**config.mk**
```make
export PLATFORM = sky130hd
export DESIGN_NAME = cordic_phase_gen
export DESIGN_NICKNAME = d
export VERILOG_FILES = /design/src/rtl/cordic_phase_gen.sv
export SDC_FILE = /design/constraint.sdc
export NUM_CORES = 1
export LEC_CHECK = 0
export ABC_AREA = 1
export CAP_MARGIN = 20
export CORE_MARGIN = 10
export CORE_UTILIZATION = 45
export CTS_CLUSTER_SIZE = 14
export DETAILED_ROUTE_END_ITERATION = 10
export MAX_ROUTING_LAYER = met4
export PLACE_DENSITY_LB_ADDON = 0.05
export REMOVE_ABC_BUFFERS = 1
export SLEW_MARGIN = 20
export SYNTH_ARGS = -nofsm -noshare
export SYNTH_HDL_FRONTEND = slang
export SYNTH_SLANG_ARGS = --single-unit
```
**constraint.sdc**
```tcl
create_clock -name clk -period 4.7 [get_ports clk]
set_input_delay 0.47 -clock clk [delete_from_list [all_inputs] [get_ports clk]]
set_output_delay 0.47 -clock clk [all_outputs]
set_load 0.01 [all_outputs]
```
**src/rtl/cordic_phase_gen.sv**
```systemverilog
// -----------------------------------------------------------------------------
// cordic_phase_gen
//
// Phase-accumulator front end for a CORDIC sine/cosine generator. The unit
// accumulates a frequency control word and adds a phase offset. It then splits
// the full-circle phase into a quadrant (quad) and an angle within that
// quadrant (theta, Q1.16, 0..pi/2). The downstream rotator uses this
// sign/swap convention (s, c are the CORDIC outputs for theta):
//   q0 -> ( s,  c)   q1 -> ( c, -s)   q2 -> (-s, -c)   q3 -> (-c,  s)
//
// Pipeline:
//   stage 1 : p  = acc + phase_off (registered), v1 marks it valid,
//             acc advances by fcw on the same edge.
//   stage 2 : quad/theta derived from p, theta_valid follows v1.
//
// Handshake (theta_valid / theta_ready): a sample transfers on a rising edge
// where theta_valid and theta_ready are both high. While theta_valid is high
// and theta_ready is low, the pipeline is stalled. In that state theta, quad,
// theta_valid, stage 1 and acc all hold, and en is ignored. Nothing is dropped
// or repeated.
//
// sync_clr clears the accumulator and flushes both stages, even during a stall.
// It has priority over an advance in the same cycle.
//
// Optional feature: define CORDIC_PHASE_DITHER_EN to add a 16-bit Fibonacci
// LFSR (taps 16,14,13,11, seed 16'hACE1). The LFSR steps on every advance.
// Its low PHASE_W-18 bits are added to p below the theta resolution, so a
// carry can propagate into f and quad. The dither build assumes
// 19 <= PHASE_W <= 34.
//
// Ports:
//   clk          in   clock, rising edge
//   rst          in   asynchronous active-high reset
//   en           in   request to advance the phase by one sample
//   fcw          in   [PHASE_W-1:0] frequency control word (unsigned)
//   phase_off    in   [PHASE_W-1:0] phase offset (unsigned, modulo 2^PHASE_W)
//   sync_clr     in   synchronous accumulator clear + pipeline flush
//   theta_ready  in   downstream accepts theta/quad
//   theta_valid  out  theta/quad hold a valid sample
//   theta        out  [16:0] angle within quadrant, Q1.16 unsigned
//   quad         out  [1:0] quadrant of the full-circle phase
// -----------------------------------------------------------------------------
module cordic_phase_gen #(
  parameter int PHASE_W = 32
) (
  input  logic               clk,
  input  logic               rst,
  input  logic               en,
  input  logic [PHASE_W-1:0] fcw,
  input  logic [PHASE_W-1:0] phase_off,
  input  logic               sync_clr,
  input  logic               theta_ready,
  output logic               theta_valid,
  output logic [16:0]        theta,
  output logic [1:0]         quad
);

  localparam logic [16:0] HALF_PI_Q16 = 17'h19220;

  logic [PHASE_W-1:0] acc;
  // Only the top 18 bits of p (2 quadrant bits + 16 fraction bits) are ever
  // consumed, so only those bits are stored.
  logic [17:0]        p_hi;
  logic               v1;
  logic               stall;
  logic               advance;
  logic [PHASE_W-1:0] phase_sum;
  logic [15:0]        f;
  logic [32:0]        prod;
  logic [16:0]        theta_next;

  assign stall   = theta_valid & ~theta_ready;
  assign advance = en & ~stall;

`ifdef CORDIC_PHASE_DITHER_EN
  localparam int DW = PHASE_W - 18;

  logic [15:0]        lfsr;
  logic               lfsr_fb;
  logic [PHASE_W-1:0] dither;

  assign lfsr_fb   = lfsr[15] ^ lfsr[13] ^ lfsr[12] ^ lfsr[10];
  assign dither    = {{(PHASE_W-DW){1'b0}}, lfsr[DW-1:0]};
  assign phase_sum = acc + phase_off + dither;

  always_ff @(posedge clk or posedge rst) begin
    if (rst) begin
      lfsr <= 16'hACE1;
    end else if (advance && !sync_clr) begin
      lfsr <= {lfsr[14:0], lfsr_fb};
    end
  end
`else
  assign phase_sum = acc + phase_off;
`endif

  // theta = f * (pi/2 in Q1.16) >> 16; max is 102942, below pi/2, so no clamp.
  assign f          = p_hi[15:0];
  assign prod       = {17'd0, f} * {16'd0, HALF_PI_Q16};
  assign theta_next = 17'(prod >> 16);

  // Stage 1: accumulator and registered phase.
  always_ff @(posedge clk or posedge rst) begin
    if (rst) begin
      acc  <= '0;
      p_hi <= '0;
      v1   <= 1'b0;
    end else if (sync_clr) begin
      acc <= '0;
      v1  <= 1'b0;
    end else if (advance) begin
      p_hi <= 18'(phase_sum >> (PHASE_W - 18));
      v1   <= 1'b1;
      acc  <= acc + fcw;
    end else if (!stall) begin
      v1 <= 1'b0;
    end
  end

  // Stage 2: quadrant / angle outputs.
  always_ff @(posedge clk or posedge rst) begin
    if (rst) begin
      theta_valid <= 1'b0;
      theta       <= '0;
      quad        <= '0;
    end else if (sync_clr) begin
      theta_valid <= 1'b0;
    end else if (!stall) begin
      quad        <= p_hi[17:16];
      theta       <= theta_next;
      theta_valid <= v1;
    end
  end

endmodule

```
==> results.cfg, run 1 <==
[floorplan]
floorplan.io_pins = 89
initial_core_util = 0.4538
rows = 54
design.core.area_sq_mm = 0.02169
floorplan.die_area_sq_mm = 0.02819
floorplan.die.height_microns = 167.9
die_width_microns = 167.9

[drt]
first_pass_iters = 5
post_drt_via_cell_ratio = 4.972
first_iter_violations = 450
detail_route.wl_per_cell_microns = 15.54
postRouteWirelength_mm = 29.93
route.vias.total = 9576
postRouteAntennaNets = 0
route.detailed.drc = 0

[finish]
final.fill_count = 2282
post_route_cells_drive_above_1_share = 0.04860
antenna_cells_inserted = 0
leading_cell_type_in_the_layout_fill_and_taps_excluded = nand2_1
syn2layout_area_growth_pct = 15.15
finalNetCount = 1886
most_frequent_cells_in_the_layout = nand2_1, inv_1, ha_1

[grt]
antenna_found_initial = 0
gr-total-overflow = 0
first_pass_grt_wire_length_mm = 49.19
grt_pass1_vias = 9805
grt_start_max_net_pins = 41
groute.usage.overall = 0.2202

[sta]
post-route-period-util = 0.8729
maxSlewViolCount = 0
worst_case_headroom_to_the_max_slew_limit = 0.4137
clock.fmax_mhz = 243.8
timing.final.crit_period_ns = 4.102
final.setup_skew_ns = 0.01844
final.setup.worst_slack_ns = 0.5975
worst_pin_slew_ns = 0.8781
rsz0062_at_grt = false
final.setup.tns_ns = 0
finalSetupViolations = 0
finalHoldViolations = 0

[power]
power.clock.fraction = 0.079
power-per-cell-area_mw_per_mm2 = 781.7
power.sequential.fraction = 0.110
fraction_of_power_spent_switching_nets = 0.5805
share_comb_of_total_power = 0.811
power_report.internal_total_mw = 3.717
vdd_ir_drop_max_uv = 638.0
power.switching_mw = 5.142
leakage_power_nw = 6.575

[worst_hold_path]
min-delay-path-class = reg2reg

[clock_network]
cts.reportedPaths.clkPinSlew_ns = 0.08
cts_buffers = 9
clock_latency_ns = 0.36
number_of_post_cts_setup_repair_buffers = 0
cts_buffer_depth = 2
cts_root_buf = clkbuf_16
hold_buffers = 0
numClockSinks = 71
cts-resized-gates = 0
tritoncts = yes
cts_htree_levels = 3

[placement]
gpl.final_weighted_congestion = 0.9583
dpl.hpwl_mm = 25.76
port_buffers = 88
post-place-ws_ns = 0.5634

[job]
maxCapViolCount = 0

[synth]
synth.avg_cell_area_sq_um = 6.346
synth.lib_cells_used.distinct = 40
fraction_of_the_yosys_area_taken_by_sequential_cells = 0.1805
post_synthesis_instance_total = 1551
synth_area_sq_mm = 0.009842
synth.ff_latch_count = 71
synth-warning-count = 0

[worst_setup_path]
timing.critical_path.arrival_ns = 4.38
setup.worst_path.end_class = register
path_class = reg2reg
crit_fanout = 5
critical_path_required_ns = 4.98
worstSetupStartpointType = register

[outcome]
status = finished clean
-- critical path, cell delays in order (launching register included) --
cell,delay [ns]
dfrtp_1,0.45
ha_1,0.30
inv_1,0.05
fa_1,0.50
inv_1,0.05
fa_1,0.52
fa_1,0.43
ha_1,0.32
ha_1,0.38
nand2_1,0.11
inv_2,0.05
nand2_1,0.10
clkinv_1,0.09
o21ai_1,0.08
nand2_1,0.10
nor2_1,0.18
nand2_1,0.15
a31oi_1,0.18
-- sequential cells by signal, indices dropped and copies added (netlist names) --
signal,count
acc,32
theta_valid,1
v1,1
p_hi,18
theta,17
quad,2
-- layer usage --
metal | wire length, microns | up-vias | GRT usage | part of all wire
met5 | 0 | - | - | 0
met4 | 735 | 0 | 0.06510 | 0.025
met3 | 636 | 36 | 0.02305 | 0.021
met2 | 15620 | 127 | 0.4018 | 0.52
met1 | 12940 | 4327 | 0.2480 | 0.43
li1 | - | 5086 | - | -
-- cells by family (layout without fill, tap and decap cells) --
kind of cell,after synthesis,after routing,synth area share
buf+inv,289,384,0.1114
fa+ha+maj,176,176,0.2459
simple gates,842,842,0.3582
flops,71,71,0.1805
compound gates,161,161,0.09331
xor+xnor,12,12,0.01068
-- metrics by stage --
stage          hold WS [ns]  instances  power, mW  utilization  instance area [sq um]
2_1_floorplan        0.4493       1538      6.013            -                   9782
3_3_place_gp         0.4634       1910      8.183       0.5092                  11040
3_5_place_dp         0.4648       1910      8.175       0.5092                  11040
4_1_cts              0.4882       1926      8.939       0.5226                  11330
5_1_grt              0.5020       1926      9.938       0.5226                  11330
6_report             0.4790       1926      8.859       0.5226                  11330
-- power by group through the flow --
stage / Clock [mW] / Combinational [mW] / Sequential (mW)
2_1_floorplan: 0 / 5.05 / 0.958
3_3_place_gp: 0 / 7.20 / 0.982
3_5_place_dp: 0 / 7.19 / 0.985
4_1_cts: 0.718 / 7.24 / 0.976
5_1_grt: 0.740 / 8.20 / 0.999
6_report: 0.701 / 7.19 / 0.972
-- cell usage after synthesis, drive strengths merged --
cell / number / area, sq um
nand2: 568 / 2175
inv: 275 / 1032
ha: 147 / 1839
nor2: 122 / 493.0
nand3: 107 / 550.5
a21oi: 84 / 461.7
dfrtp: 71 / 1777
o21ai: 54 / 277.8
fa: 29 / 580.6
nor3: 16 / 105.1
nand4: 15 / 93.84
buf: 10 / 48.79
o21bai: 9 / 71.32
nand3b: 7 / 52.55
xnor2: 7 / 61.31
a31oi: 5 / 31.28
xor2: 5 / 43.79
or2: 4 / 25.02
a22o: 3 / 26.28
clkbuf: 3 / 11.26
a21boi: 2 / 15.02
a32o: 2 / 20.02
nor4: 2 / 25.02
and2: 1 / 6.260
clkinv: 1 / 3.750
o21a: 1 / 7.510
o31ai: 1 / 7.510
-- layout make-up --
class | count | area, sq um | share of cell area
Inverter | 276 | 1036 | 0.09141
Timing Repair Buffer | 92 | 910.9 | 0.08037
Tap cell | 280 | 350.3 | 0.03091
Clock buffer | 9 | 225.2 | 0.01987
Clock inverter | 7 | 65.06 | 0.005741
Multi-Input combinational cell | 1191 | 6969 | 0.6149
Sequential cell | 71 | 1777 | 0.1568
-- worst paths after layout --
check | startpoint | to | slack (ns) | cells after the start
max reg2reg | p_hi[2] | theta[5] | 0.60 | 17
max in group asynchronous | rst | p_hi[0] | 3.09 | 3
min | quad[1] | quad[1] | 0.48 | 2
max | p_hi[2] | theta[5] | 0.60 | 17
min reg2reg | quad[1] | quad[1] | 0.48 | 2
min in group asynchronous | rst | acc[29] | 0.56 | 2
No activity file was read; power rests on OpenSTA's default activity.
==> inputs of run 2 (changes only) <==
Settings changed: CTS_BUF_LIST from default to sky130_fd_sc_hd__clkbuf_8, CTS_CLUSTER_SIZE 14 to 30.
==> results.cfg, run 2 (synthesis results as in run 1) <==
[sta]
worst_pin_slew_ns = 0.8767
worst_case_headroom_to_the_max_slew_limit = 0.4147
finalSetupViolations = 0
maxSlewViolCount = 0
post-route-period-util = 0.8729
final.setup.tns_ns = 0
rsz0062_at_grt = false
timing.final.crit_period_ns = 4.103
clock.fmax_mhz = 243.7
final.setup_skew_ns = 0.02798
finalHoldViolations = 0

[grt]
antenna_found_initial = 0
gr-total-overflow = 0
first_pass_grt_wire_length_mm = 49.10
grt_start_max_net_pins = 41
groute.usage.overall = 0.2202
grt_pass1_vias = 9808

[worst_setup_path]
crit_fanout = 6
setup.worst_path.end_class = register
timing.critical_path.arrival_ns = 4.41
worstSetupStartpointType = register
critical_path_required_ns = 5.01
path_class = reg2reg

[clock_network]
cts-resized-gates = 0
numClockSinks = 71
number_of_post_cts_setup_repair_buffers = 0
cts_buffers = 9
clock_latency_ns = 0.39
hold_buffers = 0
tritoncts = yes
cts_htree_levels = 3
cts_root_buf = clkbuf_8
cts.reportedPaths.clkPinSlew_ns = 0.11
cts_buffer_depth = 2

[power]
vdd_ir_drop_max_uv = 635.7
leakage_power_nw = 6.529
power-per-cell-area_mw_per_mm2 = 771.1

[finish]
largestRegisters = acc: 32 flops, p_hi: 18 flops, theta: 17 flops
final_util = 0.5179
largest-register = acc
leading_cell_type_in_the_layout_fill_and_taps_excluded = nand2_1
most_frequent_cells_in_the_layout = nand2_1, inv_1, ha_1
finalNetCount = 1886
final.fill_count = 2299
syn2layout_area_growth_pct = 14.12
stdcell_count = 1926
antenna_cells_inserted = 0
post_route_cells_drive_above_1_share = 0.04860
largest_register_ffs = 32

[drt]
postRouteWirelength_mm = 29.88
first_pass_iters = 5
first_iter_violations = 470
post_drt_via_cell_ratio = 4.971
postRouteAntennaNets = 0
detail_route.wl_per_cell_microns = 15.52
route.vias.total = 9575
route.detailed.drc = 0

[placement]
placed_cells = 1910
gpl.final_weighted_congestion = 0.9583
dpl.hpwl_mm = 25.76
port_buffers = 88

[floorplan]
design.core.area_sq_mm = 0.02169
initial_core_util = 0.4538
die_width_microns = 167.9
rows = 54
floorplan.die.height_microns = 167.9
floorplan.io_pins = 89
floorplan.die_area_sq_mm = 0.02819

[outcome]
status = finished clean

[worst_hold_path]
min-delay-path-class = reg2reg

[job]
maxCapViolCount = 0
-- run 2: cell types whose count changed in the layout (fill, tap and decap cells not counted) --
cell       previous run  this run
clkbuf_16             9         0
clkbuf_8              0         9
-- run 2: worst paths after layout --
path / slack [ns] / start / depth (start not counted) / to
worst max-delay path: 0.60 / p_hi[5] / 13 / theta[5]
worst min-delay path: 0.49 / quad[1] / 2 / quad[1]
worst max register to register: 0.60 / p_hi[5] / 13 / theta[5]
worst min register to register: 0.49 / quad[1] / 2 / quad[1]
max in group asynchronous: 3.12 / rst / 3 / p_hi[0]
min in group asynchronous: 0.52 / rst / 2 / acc[29]
-- run 2: through the flow --
step | cell area, sq um | power, mW | setup slack, ns | hold WS, ns
detailed placement | 11040 | 8.175 | 0.5634 | 0.4648
floorplan | 9782 | 6.013 | 0.9501 | 0.4493
finish | 11230 | 8.661 | 0.5971 | 0.4874
global route | 11230 | 9.748 | 0.3570 | 0.5114
global placement | 11040 | 8.183 | 0.5328 | 0.4634
CTS | 11230 | 8.747 | 0.5561 | 0.4955
-- run 2: worst max-delay path, cell delays in order (launching register included) --
cell     delay [ns]
dfrtp_1        0.48
ha_1           0.33
fa_1           0.49
fa_1           0.55
fa_1           0.42
ha_1           0.31
ha_1           0.35
a21oi_1        0.24
inv_1          0.07
a21oi_1        0.17
nand2_1        0.12
nor2_1         0.19
nand2_1        0.15
a31oi_1        0.18
-- run 2: layer usage --
| layer | vias up | track usage | share of wire | wire length (microns) |
|---|---|---|---|---|
| li1 | 5080 | - | - | - |
| met5 | - | - | 0 | 0 |
| met4 | 0 | 0.07759 | 0.030 | 899 |
| met2 | 132 | 0.3975 | 0.52 | 15490 |
| met3 | 39 | 0.02258 | 0.024 | 704 |
| met1 | 4324 | 0.2471 | 0.43 | 12790 |
-- run 2: layout make-up --
cell class                 count  area, sq um  area share
multi-input combinational   1191         6969      0.6205
sequential                    71         1777      0.1582
inverter                     276         1036     0.09224
timing repair buffer          92        910.9     0.08110
tap                          280        350.3     0.03119
clock buffer                   9        123.9     0.01103
clock inverter                 7        65.06    0.005793
-- run 2: where the power goes --
group	internal [mW]	switching, mW	total [mW]
clock	0.202	0.311	0.513
combinational	2.56	4.62	7.18
sequential	0.790	0.181	0.971
